==> src/rtl/lock_keypad_scanner.sv <==
// 4x4 keypad scanner with debounce; emits one key code per press with a 1-cycle strobe.
// Optional auto-repeat while a key is held: define LOCK_KEY_REPEAT_EN.
module lock_keypad_scanner #(
    parameter int SCAN_DWELL      = 4,
    parameter int DEBOUNCE_CYCLES = 16,
    parameter int REPEAT_DELAY    = 256
) (
    input  logic       Clk,
    input  logic       Reset,
    input  logic [3:0] Row,
    output logic [3:0] Col,
    output logic [3:0] Key_Code,
    output logic       Key_Valid,
    output logic       Key_Busy
);
    localparam int DW = $clog2(SCAN_DWELL + 1);
    localparam int BW = $clog2(DEBOUNCE_CYCLES + 1);

    typedef enum logic [1:0] {SCAN, DEBOUNCE, PRESSED, WAIT_RELEASE} state_t;

    state_t        state_reg, state_next;
    logic [3:0]    row_meta_reg, row_s_reg;
    logic [1:0]    col_reg, col_next;
    logic [1:0]    row_idx_reg, row_idx_next;
    logic [DW-1:0] dwell_reg, dwell_next;
    logic [BW-1:0] deb_reg, deb_next;
    logic [3:0]    key_code_reg, key_code_next;
    logic          key_valid_reg, key_valid_next;
    logic [1:0]    low_row;

`ifdef LOCK_KEY_REPEAT_EN
    localparam int HW = $clog2(REPEAT_DELAY + 1);
    logic [HW-1:0] hold_reg, hold_next;
`else
    // Keeps REPEAT_DELAY referenced when no hold counter exists
    if (REPEAT_DELAY < 1) begin : g_repeat_delay_unused
    end
`endif

    always_ff @(posedge Clk or posedge Reset) begin
        if (Reset) begin
            row_meta_reg  <= 4'hF;
            row_s_reg     <= 4'hF;
            state_reg     <= SCAN;
            col_reg       <= '0;
            row_idx_reg   <= '0;
            dwell_reg     <= '0;
            deb_reg       <= '0;
            key_code_reg  <= 4'hF;
            key_valid_reg <= 1'b0;
`ifdef LOCK_KEY_REPEAT_EN
            hold_reg      <= '0;
`endif
        end else begin
            row_meta_reg  <= Row;
            row_s_reg     <= row_meta_reg;
            state_reg     <= state_next;
            col_reg       <= col_next;
            row_idx_reg   <= row_idx_next;
            dwell_reg     <= dwell_next;
            deb_reg       <= deb_next;
            key_code_reg  <= key_code_next;
            key_valid_reg <= key_valid_next;
`ifdef LOCK_KEY_REPEAT_EN
            hold_reg      <= hold_next;
`endif
        end
    end

    // Lowest-index active-low row wins when several rows are low
    always_comb begin
        low_row = 2'd0;
        for (int i = 3; i >= 0; i--) begin
            if (!row_s_reg[i]) low_row = 2'(i);
        end
    end

    always_comb begin
        state_next     = state_reg;
        col_next       = col_reg;
        row_idx_next   = row_idx_reg;
        dwell_next     = dwell_reg;
        deb_next       = deb_reg;
        key_code_next  = key_code_reg;
        key_valid_next = 1'b0;
`ifdef LOCK_KEY_REPEAT_EN
        hold_next      = '0;
`endif
        case (state_reg)
            SCAN: begin
                if (dwell_reg == DW'(SCAN_DWELL - 1)) begin
                    dwell_next = '0;
                    if (row_s_reg != 4'hF) begin
                        state_next   = DEBOUNCE;
                        row_idx_next = low_row;
                        deb_next     = '0;
                    end else begin
                        col_next = col_reg + 2'd1;
                    end
                end else begin
                    dwell_next = dwell_reg + 1'b1;
                end
            end
            DEBOUNCE: begin
                if (row_s_reg[row_idx_reg]) begin
                    state_next = SCAN;
                    col_next   = col_reg + 2'd1;
                    deb_next   = '0;
                    dwell_next = '0;
                end else if (deb_reg == BW'(DEBOUNCE_CYCLES - 1)) begin
                    // Load code and strobe together so both are valid in PRESSED
                    state_next     = PRESSED;
                    deb_next       = '0;
                    key_code_next  = {row_idx_reg, col_reg};
                    key_valid_next = 1'b1;
                end else begin
                    deb_next = deb_reg + 1'b1;
                end
            end
            PRESSED: begin
                state_next = WAIT_RELEASE;
                deb_next   = '0;
            end
            WAIT_RELEASE: begin
                if (!row_s_reg[row_idx_reg]) begin
                    deb_next = '0;
`ifdef LOCK_KEY_REPEAT_EN
                    if (hold_reg == HW'(REPEAT_DELAY - 1)) begin
                        key_valid_next = 1'b1;
                    end else begin
                        hold_next = hold_reg + 1'b1;
                    end
`endif
                end else if (deb_reg == BW'(DEBOUNCE_CYCLES - 1)) begin
                    state_next = SCAN;
                    col_next   = '0;
                    dwell_next = '0;
                    deb_next   = '0;
                end else begin
                    deb_next = deb_reg + 1'b1;
                end
            end
            default: state_next = SCAN;
        endcase
    end

    for (genvar gi = 0; gi < 4; gi++) begin : g_col_drive
        assign Col[gi] = (col_reg != 2'(gi));
    end

    assign Key_Code  = key_code_reg;
    assign Key_Valid = key_valid_reg;
    assign Key_Busy  = (state_reg != SCAN);
endmodule
==> config.mk <==
export PLATFORM = sky130hd
export DESIGN_NAME = lock_keypad_scanner
export DESIGN_NICKNAME = d
export VERILOG_FILES = /design/src/rtl/lock_keypad_scanner.sv
export SDC_FILE = /design/constraint.sdc
export NUM_CORES = 1
export LEC_CHECK = 0
export CAP_MARGIN = 40
export CORE_ASPECT_RATIO = 1.1
export CORE_UTILIZATION = 26
export DETAILED_ROUTE_END_ITERATION = 12
export GPL_TIMING_DRIVEN = 0
export PLACE_DENSITY_LB_ADDON = 0.08
export SLEW_MARGIN = 20
export SYNTH_ARGS = -nofsm -noshare
export SYNTH_HDL_FRONTEND = slang
export SYNTH_SLANG_ARGS = --single-unit
==> constraint.sdc <==
create_clock -name Clk -period 1.6 [get_ports Clk]
set_input_delay 0.4 -clock Clk [delete_from_list [all_inputs] [get_ports Clk]]
set_output_delay 0.4 -clock Clk [all_outputs]
set_load 0.005 [all_outputs]
After elaboration in Yosys (flattened, before gate mapping)
Index checks and enable logic that the tools add are counted.
{"block": "op_classes", "reduce_logical": 10, "bitwise": 1, "n_lt_le_gt_ge": 1, "shift": 0, "addsub": 3, "multipliers": 0, "muxes": 31, "div_mod_pow": 0, "n_eq_ne": 16}
{"operator": "$mux 2", "n": 13}
{"operator": "$mux 5", "n": 5}
{"operator": "$pmux 5 s4", "n": 1}
{"operator": "$ne 2x2->1 const B", "n": 8}
{"operator": "$mux 3", "n": 4}
{"operator": "$pmux 3 s3", "n": 1}
{"operator": "$pmux 2 s4", "n": 1}
{"operator": "$pmux 2 s3", "n": 1}
{"operator": "$reduce_and 3->1", "n": 2}
{"operator": "$reduce_and 6->1", "n": 1}
{"operator": "$add 5x1->5 const B", "n": 1}
{"operator": "$eq 5x4->1 const B", "n": 1}
{"operator": "$reduce_and 5->1", "n": 1}
{"operator": "$eq 2x2->1 const B", "n": 2}
{"operator": "$mux 1", "n": 4}
{"operator": "$ne 4x4->1 const B", "n": 1}
{"operator": "$reduce_and 4->1", "n": 1}
{"operator": "$reduce_bool 2->1", "n": 2}
{"operator": "$add 3x1->3 const B", "n": 1}
{"operator": "$eq 3x2->1 const B", "n": 1}
{"operator": "$lt 2x3->1 const B", "n": 1}
{"operator": "$ne 3x3->1 const B", "n": 1}
{"operator": "$reduce_bool 3->1", "n": 1}
{"operator": "$add 2x1->2 const B", "n": 1}
{"operator": "6 further kinds", "n": 6}
{"block": "word_totals", "elab_cells": 71, "reg_bits": 27, "mem_count": 0, "output_inout_bits": 10, "romBits": 0, "ram_bits": 0, "latch_bits": 0}

Logic depth before layout (Yosys ltp)
Gate-level depths: netlist of the first run.
{"block": "depth", "ltp_word": 4, "mapped_depth": 5}

Worst setup path before layout of the first run
No wires, ideal clock.
{"block": "synth_path", "path_kind": "reg2reg", "startpoint": "reg row_idx_reg[0]", "endpoint": "reg key_code_reg[0], in the netlist Key_Code[0]", "setup_time_ns": 0.082, "stages_incl_launch_ff": 4, "setup_slack_ns": -0.057, "t_arrival_ns": 1.575, "path_cell_list": "dfrtp_1 -> mux4_2 -> nor3_4 -> mux2_2"}
{"block": "synth_via", "elab_chain_len": 4}
{"element": "from (decl)", "line": "24", "text": "logic [1:0] row_idx_reg, row_idx_next;"}
{"element": "from (signal assigned)", "line": "59", "text": "row_idx_reg <= row_idx_next;"}
{"element": "$bmux 1 s2", "line": "105", "text": "if (row_s_reg[row_idx_reg]) begin"}
{"element": "$mux 1 (implied by the code)", "line": "105"}
{"element": "$not 1->1 (no line)"}
{"element": "$reduce_and 3->1 (no line)"}
{"element": "to (signal assigned)", "line": "62", "text": "key_code_reg <= key_code_next;"}
{"element": "to (decl)", "line": "27", "text": "logic [3:0] key_code_reg, key_code_next;"}
No other way between the ends. The select of a mux whose other input is x is not followed.
A chain may end at the register's enable or synchronous reset.

Final worst setup path of the first run
{"block": "layout_path", "startpoint": "reg row_s_reg[1]", "endpoint": "reg col_reg[1]"}
{"block": "layout_via", "elab_chain_len": 4, "elab_cells_between_ends": 7, "cone_classes": "eq/ne (4); mux (2); reduce/logical (1)"}
{"element": "from (decl)", "line": "22", "text": "logic [3:0] row_meta_reg, row_s_reg;"}
{"element": "from (signal assigned)", "line": "56", "text": "row_s_reg <= row_meta_reg;"}
{"element": "$bmux 1 s2", "line": "105, 125"}
{"element": "$mux 1 (implied by the code)", "line": "105, 125"}
{"element": "$ne 2x2->1 (no line)"}
{"element": "$reduce_and 6->1 (no line) *"}
{"element": "to (signal assigned)", "line": "58", "text": "col_reg <= col_next;"}
{"element": "to (decl)", "line": "23", "text": "logic [1:0] col_reg, col_next;"}
Mark *: on every way between the ends. The rest lies on a longest branch, timed or not. The select of a mux whose other input is x is not followed.

==> results.md, run 1 <==
- Run status: complete, but fails checks
- Failing checks: setup timing
- Number of buffers inserted by port buffering: 15
- Cell area reported after detailed placement: between 1000 and 1500 um2
- Row count: 26
- Overall die height: between 70 and 80 um
- Netlist cell types: 36
- Dominant combinational cell family by area after synthesis: simple AND/OR/NAND/NOR gates
- First drt pass iteration count: 4
- Worst Path Arrival: about 1900 ps
- Clock latency on the worst-skew pair: around 270 ps
- Peak ir drop on the vdd network: approximately 0.56 mV
- TritonCTS Buffers: 3
- Clock Skews: roughly 3.3 ps
- Initial antenna violation count: 0
- Via Count: 931
- Biggest area consumer among synthesized cells: dfrtp_1
- Horiz. Die Dim: approximately 68 um
- Leading post-synthesis cells by cell area: dfrtp_1, dfstp_2, ha_1
- Global placement routability congestion: just over 0.7
- Remaining global-route overflow: 0
- Measured slew at the worst slew-check pin: ~560 ps
- Via count of the first global-routing pass: between 800 and 900
- Post-synthesis simple-gate area fraction: 15.5%
- Area added between synthesis and finish: 42.7%
- Number of top-level design ports: 16
- Number of nets in the synthesized netlist: 122
- Number of flops mapped to enable cells by yosys: 0
- Setup violations, final: 14
- Cell with the biggest individual delay on the critical path: dfstp_2
- Number of H-tree levels: 1
- Max-slew violations: 0
- Total routed wirelength: about 2600 um
- Synth Instances: 110
- Count of routing violations after the opening detailed-route iteration: 26
- Worst slack at placement: -205 ps
- Largest net degree at the start of global routing: 17
- Number of design rule violations left after detail routing: 0
- Worst path setup slack after routing: -133 ps
- Leak pwr: slightly below 0.0008 uW
- Cell-by-cell trace of the critical path: mux4_2, inv_2, a22o_4, a221o_1
- Routed wire per std cell: 12.7 um
- Vias per cell: approximately 4.6
- Critical path peak fanout: 6
- Fmax achieved: roughly 0.58 GHz
- Estimated wirelength of the detail-placed design: between 1500 and 2000 um
- CTS clk-pin slew, worst paths: ~100 ps
- Cell family with the largest share of critical-path delay: compound AO/OA/AOI/OAI gates
- Complex-gate fraction of the synthesized area: a little over a tenth
- Setup repair after global routing missed its margin: true
- CTS Hold Buffers Added: 0
- Cell Pwr Density: between 1000 and 1500 nW/um2
- Area of the placeable core: about 4600 um2
- Slew headroom: around 62%
- Worst setup path category: reg -> reg
- Primary FF master, synth: dfrtp_1
- Post-route minimum period: between 1500 and 2000 ps
- DIE AREA: 5090 um2
- Flip-flop count of the largest register after layout: 5
- Final Hold Viols: 0
- TritonCTS clock tree: done
- Share of post-route cells with drive strength above 1: a little under half
- Post-Layout Inst Area: around 1800 um2
- Buffering stage count on the worst path with inverters included: 1
- Maximum clock path buffer count: 2
- Stage delay of the slowest cell on the critical path: about 560 ps
- Sort of element at the end of the critical path: flip-flop
- Post-Layout Cell Count: 204
- Root buffer selected by CTS: clkbuf_8
- Starting density of the core: a little over a quarter
- Number of nets with antenna violations after routing: 0
- Synthesized cell area: 1250 um2
- Number of flip-flops and latches in the synthesized netlist: 27
- Final core occ: between 30% and 40%
- Required arrival time at the worst endpoint: approximately 1800 ps
- Number of max-capacitance violations reported: 0
- Part of the Yosys area used for sequential elements: 55.2%
- Number of antenna cells inserted: 0
- Proportion of netlist area held by the largest area contributor: 30.0%
- Net total in the final layout: about 160
- Post-route fraction of the period consumed by the critical path: 108%
- Synthesis Warnings: 0
- Synthesized-area fraction occupied by xor and xnor cells: between 1 and 1.5%
- Global-route usage over all layers: between 10 and 15%
- Synthesized area per cell: 11.4 um2
- Share of synthesized registers carrying an async set or reset: 100%
- Cells after DPL: roughly 180
- First-pass GRT wire length: approximately 4200 um
- Synth Area in Adders: 6.80%
- Path class of the lowest-slack min-delay path: reg -> reg
- Number of filler instances in the final layout: roughly 460
- Kind of start point of the critical path: flip-flop
- Proportion of synthesized area in mux cells: under 10%
- Sinks on Clock Net: 27
cell type report:
cell class              count  area (um2)  share of cell area (%)
repair buffers             34         308                    17.2
flip-flops and latches     27         693                    38.8
inverters                  12        47.5                    2.66
clock inverters             1        6.26                   0.350
plain buffers               2        15.0                   0.841
multi-input cells          69         604                    33.8
well taps                  56        70.1                    3.92
clock buffers               3        41.3                    2.31
where the power goes:
group	switching, uW	leakage [uW]	internal, uW
Sequential	122	0.000321	813
Clock	218	0.0000260	178
Combinational	568	0.000431	686
Total	908	0.000778	1680
cell families (layout without fill, tap and decap cells):
| kind of cell | count (synthesis) | count (layout) |
|---|---|---|
| flip-flops | 27 | 27 |
| multiplexers | 6 | 6 |
| AO/OA/AOI/OAI | 20 | 20 |
| buffers and inverters | 14 | 52 |
| adder cells (fa/ha/maj) | 7 | 7 |
| AND/OR/NAND/NOR | 35 | 35 |
| XOR/XNOR | 1 | 1 |
synth_stat cells, types with 2 or more instances:
cell / n
nor2_1: 4
dfrtp_1: 15
o21a_1: 2
nor3_1: 2
nand2_1: 12
inv_1: 11
nand4b_1: 2
a31oi_1: 2
nor2b_1: 2
dfstp_2: 12
o21ai_0: 7
ha_1: 6
mux2_2: 5
nand3_1: 6
metrics by stage:
| step | hold slack, ps | TNS [ps] | power (uW) |
|---|---|---|---|
| 5_1_grt | 364 | -2230 | 2790 |
| 6_report | 360 | -1090 | 2580 |
| 4_1_cts | 362 | -1640 | 2400 |
| 3_3_place_gp | 346 | -3850 | 1680 |
| 3_5_place_dp | 347 | -2350 | 1700 |
| 2_1_floorplan | 345 | -34.0 | 1420 |
repair_timing:
item | CTS | global route
pin swaps | 7 | 9
endpoints found under the setup margin | 23 | 20
setup buffers | 13 | 5
gates resized for setup | 41 | 21
layer usage:
layer / up-vias / global-route usage, % / routed length (um)
li1: 456 / - / -
met1: 442 / 16.2 / 1290
met2: 29 / 16.6 / 1160
met3: 4 / 2.27 / 110
met4: 0 / 4.17 / 31
met5: - / 0 / 0
path summary, 6_finish.rpt:
| kind | startpoint | end | slack, ps | cells past startpoint |
|---|---|---|---|---|
| hold / removal | row_meta_reg[1] | row_s_reg[1] | 360 | 0 |
| min in group asynchronous | Reset | dwell_reg[2] | 460 | 2 |
| setup reg to reg | row_s_reg[1] | col_reg[1] | -130 | 4 |
| max in group asynchronous | Reset | Key_Code[1] | 570 | 3 |
| hold reg to reg | row_meta_reg[1] | row_s_reg[1] | 360 | 0 |
| setup / recovery | row_s_reg[1] | col_reg[1] | -130 | 4 |
layout by cell type (no fill, tap or decap), types with 3 or more instances in the layout:
cell,netlist,routed
o21ai_0,7,5
inv_1,11,6
clkdlybuf4s50_1,0,6
clkbuf_8,0,3
dfstp_2,12,12
buf_6,0,9
nand3_1,6,6
dfrtp_1,15,13
inv_2,1,5
nand2_1,12,12
buf_2,1,3
mux2_4,0,4
ha_4,0,3
buf_4,0,11
nor2_1,4,3
dlygate4sd2_1,0,4
No activity file was read; power rests on OpenSTA's default activity.
==> inputs of run 2 (changes only) <==
Settings changed: CORE_ASPECT_RATIO 1.1 to not set, PLACE_DENSITY set to 0.5, PLACE_DENSITY_LB_ADDON 0.08 to not set.
==> run 2 against run 1 <==
  * The run ends with DRC, setup timing left
  * Highest routed layer is now met3
  * Combinational power is 3% higher
  * Fmax down 0.88%
  * Cell count increased by 0.49%
  * Critical path type unchanged
  * Non-clock buffer count rose by 5
  * Hold slack better by 0.87 ps
  * Clock power decreased by 1%
  * First-iteration DRC count is 31% lower
  * Register-to-register slack lost 20 ps
  * Via count up 0.75%
==> results.md, run 2 (same netlist as run 1, synthesis figures left out) <==
- Run status: complete, but fails checks
- Failing checks: DRC, setup timing
- Number of design rule violations left after detail routing: 3 (+3)
- Initial antenna violation count: 0 (unchanged)
- Worst Path Arrival: 1950 ps (+60 ps)
- Count of routing violations after the opening detailed-route iteration: 18 (-31%)
- Cell Pwr Density: 1420 nW/um2 (-1.7%)
- Cell-by-cell trace of the critical path: mux4_2, nor3_4, buf_6, mux2_4
- Share of total power consumed by net switching: 34.6% (-0.53 points)
- Via Count: 938 (+0.75%)
- Required arrival time at the worst endpoint: 1810 ps (+50 ps)
- Worst setup path startpoint: row_idx_reg[0]
- Area added between synthesis and finish: 45.9%
- Clock latency on the worst-skew pair: 270 ps (about the same)
- Setup TNS: -1040 ps (+47.6 ps)
- Beginning of the worst hold path: row_meta_reg[1]
- Share of power burned in registers: 35.2% (-1.0 points)
- Row count: 24 (-7.7%)
- TritonCTS clock tree: done
- Number of antenna cells inserted: 0 (unchanged)
- Starting density of the core: 28.0% (+0.88 points)
- Worst path setup slack after routing: -149 ps (-15.3 ps)
- Worst Hold Depth: 0 (unchanged)
- Worst slack at placement: -192 ps (+12.3 ps)
- TritonCTS Buffers: 3 (unchanged)
- Flip-flop count of the largest register after layout: 5 (unchanged)
- Vias per cell: 4.58 (+0.26%)
- Area of the placeable core: 4470 um2 (-3.1%)
- Number of H-tree levels: 1 (unchanged)
- Path class of the lowest-slack min-delay path: reg -> reg
- Logic pwr share: 49.7% (+1.2 points)
- Global placement routability congestion: 0.741 (+4.4%)
- Worst setup path category: reg -> reg
- Buffering stage count on the worst path with inverters included: 1 (unchanged)
- First-pass GRT wire length: 4000 um (-5.1%)
- Sort of element at the end of the critical path: flip-flop
- Max-slew violations: 0 (unchanged)
- Sinks on Clock Net: 27 (unchanged)
- Power share of the clock group: 15.1% (-0.2 points)
- Length in cells of the worst reg-to-reg path: 4 (unchanged)
- Remaining global-route overflow: 0 (unchanged)
- Slew headroom: 65.1% (+2.8 points)
- Total routed wirelength: 2500 um (-3.7%)
- Final Hold Viols: 0 (unchanged)
- Post-route fraction of the period consumed by the critical path: 109% (+0.96 points)
- Net switching power: 899 uW (-1.0%)
- Estimated wirelength of the detail-placed design: 1620 um (-2.1%)
- Reg-to-reg critical path startpoint: row_idx_reg[0]
- Number of buffers inserted by port buffering: 15 (unchanged)
- Critical path peak fanout: 5 (-1)
- Overall die height: 71.4 um (-4.5%)
- Root buffer selected by CTS: clkbuf_8
- Post-route minimum period: 1750 ps (+15.3 ps)
- Setup repair after global routing missed its margin: true
- Setup violations, final: 12 (-2)
- Number of nets with antenna violations after routing: 0 (unchanged)
- Peak ir drop on the vdd network: 0.583 mV (+3.7%)
- Stage delay of the slowest cell on the critical path: 650 ps (+90 ps)
- Maximum clock path buffer count: 2 (unchanged)
- Routed wire per std cell: 12.2 um (-4.1%)
- Kind of start point of the critical path: flip-flop
- Net total in the final layout: 166 (+3.1%)
- Share of post-route cells with drive strength above 1: 47.7% (+1.8 points)
- Commonest cells after routing, fill and taps aside: buf_4, dfrtp_1, dfstp_2
- Number of filler instances in the final layout: 447 (-2.2%)
- Global-route usage over all layers: 10.0% (-1.2 points)
- Cell with the biggest individual delay on the critical path: mux4_2
- Leading cell type in the layout, fill and taps excluded: buf_4
- Internal Dissipation: 1700 uW (+1.3%)
- Path length in cells of the critical path: 4 (unchanged)
- Clock Skews: 3.20 ps (-0.127 ps)
- Horiz. Die Dim: 71.4 um (+4.7%)
- Via count of the first global-routing pass: 869 (-0.46%)
- Measured slew at the worst slew-check pin: 522 ps (-41.6 ps)
- Number of top-level design ports: 16 (unchanged)
- CTS clk-pin slew, worst paths: 90 ps (about the same)
- Number of max-capacitance violations reported: 0 (unchanged)
- First drt pass iteration count: 8 (+4)
- Leak pwr: 0.000810 uW (+4.1%)
- DIE AREA: 5090 um2 (about the same)
- Cell family with the largest share of critical-path delay: multiplexers
- Total power: 2600 uW (+0.51%)
- Largest net degree at the start of global routing: 20 (+3)
- Fmax achieved: 0.572 GHz (-0.88%)
[run 2: worst paths after layout]
check,slack (ps),to
worst max-delay path,-150,Key_Code[3]
worst min-delay path,360,row_s_reg[1]
max in group asynchronous,670,Key_Code[1]
worst min register to register,360,row_s_reg[1]
min in group asynchronous,410,deb_reg[4]
worst max register to register,-150,Key_Code[3]
[run 2: metrics by stage]
step	cell area [um2]	util, %	hold slack, ps	std cells
floorplan	1250	-	345	110
global placement	1470	32.8	346	177
detailed placement	1490	33.4	348	178
CTS	1720	38.5	362	198
global route	1830	40.8	366	205
finish	1830	40.8	361	205
[run 2: repair_timing]
item | 4_1_cts | 5_1_grt
resized for setup | 46 | 17
pin swaps | 4 | 8
hold buffers | 0 | 0
setup endpoints to repair | 24 | 16
buffers inserted | 16 | 7
gates cloned | 0 | 0
endpoints found under the hold margin | 0 | 0
[run 2: cell type report]
cell class | instances | area, um2 | share of cell area, %
inverters | 12 | 50.0 | 2.74
clock buffers | 3 | 41.3 | 2.26
repair buffers | 39 | 347 | 19.0
multi-input cells | 69 | 608 | 33.3
well taps | 52 | 65.1 | 3.56
clock inverters | 1 | 7.51 | 0.411
plain buffers | 2 | 15.0 | 0.822
flip-flops and latches | 27 | 692 | 37.9
[run 2: layer usage]
metal	track usage (%)	wire [um]	vias to the layer above
met5	0	0	-
met4	0.667	0	0
met3	3.38	97	0
met2	17.2	1210	19
met1	12.9	1190	448
li1	-	-	471
[run 2: worst reg2reg max path, delay by kind of cell, from the launching register on]
kind,cells,cell delay (ps)
buffers and inverters,1,150
multiplexers,2,950
flip-flops,1,380
AND/OR/NAND/NOR,1,210
[run 2: power by group through the flow]
stage | Sequential (uW) | Clock, uW | Combinational [uW]
floorplan | 908 | 0 | 509
global placement | 934 | 0 | 722
detailed placement | 945 | 0 | 763
CTS | 913 | 407 | 1120
global route | 934 | 444 | 1420
finish | 915 | 392 | 1290
